File: src/rtl/selector_pkg.sv
// selector_pkg: shared sizes and FSM state type for the round-robin selector arbiter.
package selector_pkg;
    localparam int NUM_REQ = 8;
    localparam int SEL_W   = 3;
    typedef enum logic {IDLE, GRANT} state_t;
endpackage

File: src/rtl/selector_rr_arbiter_rr_pick.sv
// rr_pick: combinational round-robin pick, first set request at or above ptr, wrapping.
module rr_pick
    import selector_pkg::*;
(
    input  logic [NUM_REQ-1:0] req_i,
    input  logic [SEL_W-1:0]   ptr_i,
    output logic [SEL_W-1:0]   win_o,
    output logic               any_o
);
    always_comb begin
        win_o = '0;
        any_o = |req_i;
        // Scan from the farthest offset down so the nearest request to ptr is written last.
        for (int k = NUM_REQ - 1; k >= 0; k--)
            if (req_i[ptr_i + SEL_W'(k)]) win_o = ptr_i + SEL_W'(k);
    end
endmodule

File: src/rtl/selector_rr_arbiter.sv
// selector_rr_arbiter: round-robin owner of a shared 8:1 selector with registered B[A] output.
// Define SELECTOR_ARB_TIMEOUT_EN to force-release grants held for TIMEOUT_CYCLES cycles.
module selector_rr_arbiter
    import selector_pkg::*;
#(
    parameter int TIMEOUT_CYCLES = 16
) (
    input  logic               clk,
    input  logic               rst,
    input  logic [NUM_REQ-1:0] req,
    input  logic               done,
    input  logic [NUM_REQ-1:0] B,
    output logic [NUM_REQ-1:0] gnt,
    output logic               gnt_valid,
    output logic [SEL_W-1:0]   A,
    output logic               res,
    output logic               timeout
);
    state_t             state_q;
    logic [NUM_REQ-1:0] gnt_q;
    logic [SEL_W-1:0]   a_q;
    logic [SEL_W-1:0]   ptr_q;
    logic               res_q;
    logic               timeout_q;
    logic [SEL_W-1:0]   win;
    logic               any;
    logic               rel_user;
    logic               force_rel;
    logic               rel;

    if (TIMEOUT_CYCLES < 1) begin : g_bad_timeout
        $error("TIMEOUT_CYCLES must be at least 1");
    end

    rr_pick u_pick (.req_i(req), .ptr_i(ptr_q), .win_o(win), .any_o(any));

    assign rel_user = done | ~req[a_q];

`ifdef SELECTOR_ARB_TIMEOUT_EN
    localparam int CW = $clog2(TIMEOUT_CYCLES + 1);
    logic [CW-1:0] cnt_q;
    // Owner-initiated release on the limit edge wins over the forced one.
    assign force_rel = (cnt_q == CW'(TIMEOUT_CYCLES - 1)) && !rel_user;
    always_ff @(posedge clk)
        cnt_q <= (rst || state_q == IDLE || rel) ? '0 : cnt_q + CW'(1);
`else
    assign force_rel = 1'b0;
`endif

    assign rel = rel_user | force_rel;

    always_ff @(posedge clk) begin
        if (rst) begin
            state_q   <= IDLE;
            gnt_q     <= '0;
            a_q       <= '0;
            ptr_q     <= '0;
            res_q     <= 1'b0;
            timeout_q <= 1'b0;
        end else if (state_q == IDLE) begin
            res_q     <= 1'b0;
            timeout_q <= 1'b0;
            if (any) begin
                state_q <= GRANT;
                a_q     <= win;
                gnt_q   <= NUM_REQ'(1) << win;
            end
        end else if (rel) begin
            state_q   <= IDLE;
            gnt_q     <= '0;
            a_q       <= '0;
            res_q     <= 1'b0;
            ptr_q     <= a_q + SEL_W'(1);
            timeout_q <= force_rel;
        end else begin
            res_q     <= B[a_q];
            timeout_q <= 1'b0;
        end
    end

    assign gnt       = gnt_q;
    assign gnt_valid = (state_q == GRANT);
    assign A         = a_q;
    assign res       = res_q;
    assign timeout   = timeout_q;
endmodule

File: config.mk
export PLATFORM = sky130hd
export DESIGN_NAME = selector_rr_arbiter
export DESIGN_NICKNAME = d
export VERILOG_FILES = /design/src/rtl/selector_pkg.sv /design/src/rtl/selector_rr_arbiter_rr_pick.sv /design/src/rtl/selector_rr_arbiter.sv
export SDC_FILE = /design/constraint.sdc
export NUM_CORES = 1
export LEC_CHECK = 0
export CORE_MARGIN = 2
export CORE_UTILIZATION = 25
export CTS_CLUSTER_SIZE = 30
export DETAILED_ROUTE_END_ITERATION = 8
export HOLD_SLACK_MARGIN = 0.02
export PLACE_DENSITY = 0.54
export SLEW_MARGIN = 40
export SYNTH_ARGS = -nofsm -noshare
export SYNTH_HDL_FRONTEND = slang
export SYNTH_SLANG_ARGS = --single-unit
File: constraint.sdc
create_clock -name clk -period 3.3 [get_ports clk]
set_clock_uncertainty 0.1 [all_clocks]
set_input_delay 0.99 -clock clk [delete_from_list [all_inputs] [get_ports clk]]
set_output_delay 0.99 -clock clk [all_outputs]
set_load 0.05 [all_outputs]
==> results of run 1 <==
==> kinds of logic (layout without fill, tap and decap cells) <==
logic type	after synthesis	after routing	synth area share [%]
and+or+nand+nor	55	55	15.5
xor gates and xnor gates	5	5	3.02
buffers and inverters	18	81	5.52
DFF	16	16	18.8
other	1	1	0.221
AOI/OAI and AO/OA	53	53	22.7
muxes	34	34	32.0
adders and majority gates	3	3	2.21
==> routing by layer <==
layer	vias up	GRT usage [%]	share of wire [%]
li1	846	-	-
met3	2	1.81	2.9
met5	-	0	0
met1	819	17.7	49
met2	31	21.9	47
met4	0	0.852	0.37
==> metrics by stage <==
step	power [mW]	setup WS (ps)	std cells	cell area (um^2)
after global placement	1.01	-274	324	2340
final	1.19	314	328	2420
after CTS	1.19	5.60	328	2390
after detailed placement	1.02	-260	324	2340
after floorplan	0.755	259	185	1700
after global routing	1.27	211	328	2420
==> layout by cell type, fill, tap and decap left out, types with 2 or more instances in the layout <==
cell type         n
clkbuf_8          4
a21oi_2           2
a31oi_1           2
buf_4            40
mux2_2            3
ha_1              3
nand3_1           4
nor2_1            9
o211ai_1          2
nor2b_1           3
xnor2_1           2
xor2_1            2
mux2i_1          14
o21ai_0           6
dlymetal6s2s_1    8
dfxtp_1          15
o221ai_1          2
inv_1             6
a32o_1            4
a211oi_1          5
a21oi_1          11
nor4_1            3
a21o_1            2
and2_1            2
o31ai_1           7
clkdlybuf4s50_1  23
mux4_2           14
nand2_1          20
nor3_1            4
nand2b_1          5
==> worst max-delay path: stages <==
cell,delay (ps)
dlymetal6s2s_1,170
mux4_2,580
mux2_4,340
or3_1,320
o31ai_2,250
a21oi_2,70
nand2_2,160
a32o_1,190
==> path summary, 6_finish.rpt <==
kind | end | start | depth (start not counted)
min reg2reg | gnt[0] | gnt[0] | 2
max | gnt[3] | req[3] | 8
max reg2reg | gnt[3] | ptr_q[0] | 9
min | gnt[0] | gnt[0] | 2
==> power breakdown <==
| group | total (mW) | internal (mW) | switching [mW] |
|---|---|---|---|
| clock network | 0.172 | 0.106 | 0.0662 |
| registers | 0.249 | 0.221 | 0.0276 |
| logic | 0.769 | 0.357 | 0.411 |
| total | 1.19 | 0.684 | 0.505 |
==> layout make-up <==
| cell class | instances | area, um^2 |
|---|---|---|
| flip-flops and latches | 16 | 322 |
| multi-input cells | 151 | 1290 |
| well taps | 80 | 100 |
| repair buffers | 71 | 631 |
| clock buffers | 4 | 55.1 |
| inverters | 6 | 22.5 |
| fillers | 686 | 4260 |
==> sequential cells by signal, indices dropped and copies added, names as in the netlist <==
register   count
res            1
gnt            8
gnt_valid      1
ptr_q          3
A              3
==> timing repair <==
action,4_1_cts,5_1_grt
pin swaps,0,1
setup endpoints to repair,3,9
gates resized for setup,1,11
==> impl_metrics.ini, run 1 <==
[synthesis]
ys_ff_latch = 16
synth.avg_cell_area_um2 = 9.19
ys_seq_area_share_pct = 18.8
synthArstFlopShare_pct = 0
synth.distinct_cells = 49
yosysWarningCount = 0
syn-cell-area_um2 = 1700
synth.most_common_cell = nand2_1
syn_nets = 207
synth_top_flop_cell = dfxtp_1
syn_inst = 185
netlist_top_cells_area = dfxtp_1 19%, mux4_2 17%, mux2i_1 8.8%
synth_area_leader_cell = dfxtp_1
synthTopCellsByCount = 20 x nand2_1, 16 x dfxtp_1, 15 x mux2i_1, 13 x mux4_2, 12 x a21oi_1
synth_edf_count = 0
synth.top_cell.area_share_pct = 18.8

[final_layout]
drive_gt1_share_pct = 29.0
area_delta_synth_final_pct = 42.3
nets = 271
antennaDiodeCount = 0
finish.utilization_pct = 36.2

[clock_network]
cts.path.max_buffers = 2
clkSinkCount = 16
clk_latency_ps = 250
cts_setup_buffers = 0
cts_max_level = 1
root_buffer = clkbuf_8
numCtsBuffers = 3
cts_tree = built
cts.hold.buffers_added = 0
clkTransAtPathRegs_ps = 60

[sta]
period_share_pct = 90.5
worst_slew_pin_slew_ps = 565
max_slew_margin_pct = 62.3
setup_viol = 0
period_needed_ps = 2990
grt_setup_unrepaired = false
tns_ps = 0
hold_violations = 0
max_freq_mhz = 335
slew_viol_final = 0
holdWs_ps = 351

[place]
dp_hpwl_um = 3680
place.gp.congestion = 0.811
port_buffers = 31

[detailed_routing]
wl_per_cell_um = 14.1
vias = 1698
drt_iter0_drc = 60
post-route-drc-count = 0
ant_nets = 0
drtPass1Iterations = 4
routed_via_density = 5.18
routed_wl_um = 4630

[outcome]
outcome = completed

[global_route]
grt_pass1_wl_um = 7750
grt.total_usage_pct = 12.7
grt_max_degree = 25
grt_overflow_total = 0
grt_pass1_vias = 1622
antenna_found_initial = 0

[critical_path]
crit_required_ps = 3390
cp-start-kind = input port
rrSetupSlack_ps = 440
cp-end-kind = flop
cp.arrival_ps = 3070
critical_path_class = input port to flop
cp_max_fo = 8

[floorplanning]
die_w_um = 86.5
placement_rows = 30
coreArea_um2 = 6680
die_h_um = 86.5
num_io_pins = 33
start_util_pct = 25.4
die-area_um2 = 7480

[job]
drv_cap = 0

[hold_path]
hold_class = flop to flop

[power]
p_per_area_nw_per_um2 = 491
power.leakage_nw = 0.975
irDropWorstVdd_mv = 0.187
Note: power is estimated with default switching activity, not from simulation.
==> run 2, diff against run 1 <==
--- a/config.mk
+++ b/config.mk
@@ -7,6 +7,7 @@
 export LEC_CHECK = 0
 export CORE_MARGIN = 2
 export CORE_UTILIZATION = 25
+export CTS_CLUSTER_DIAMETER = 120
 export CTS_CLUSTER_SIZE = 30
 export DETAILED_ROUTE_END_ITERATION = 8
 export HOLD_SLACK_MARGIN = 0.02
==> results of run 2 <==
Final layout, timing and power as in run 1 (identical DEF).
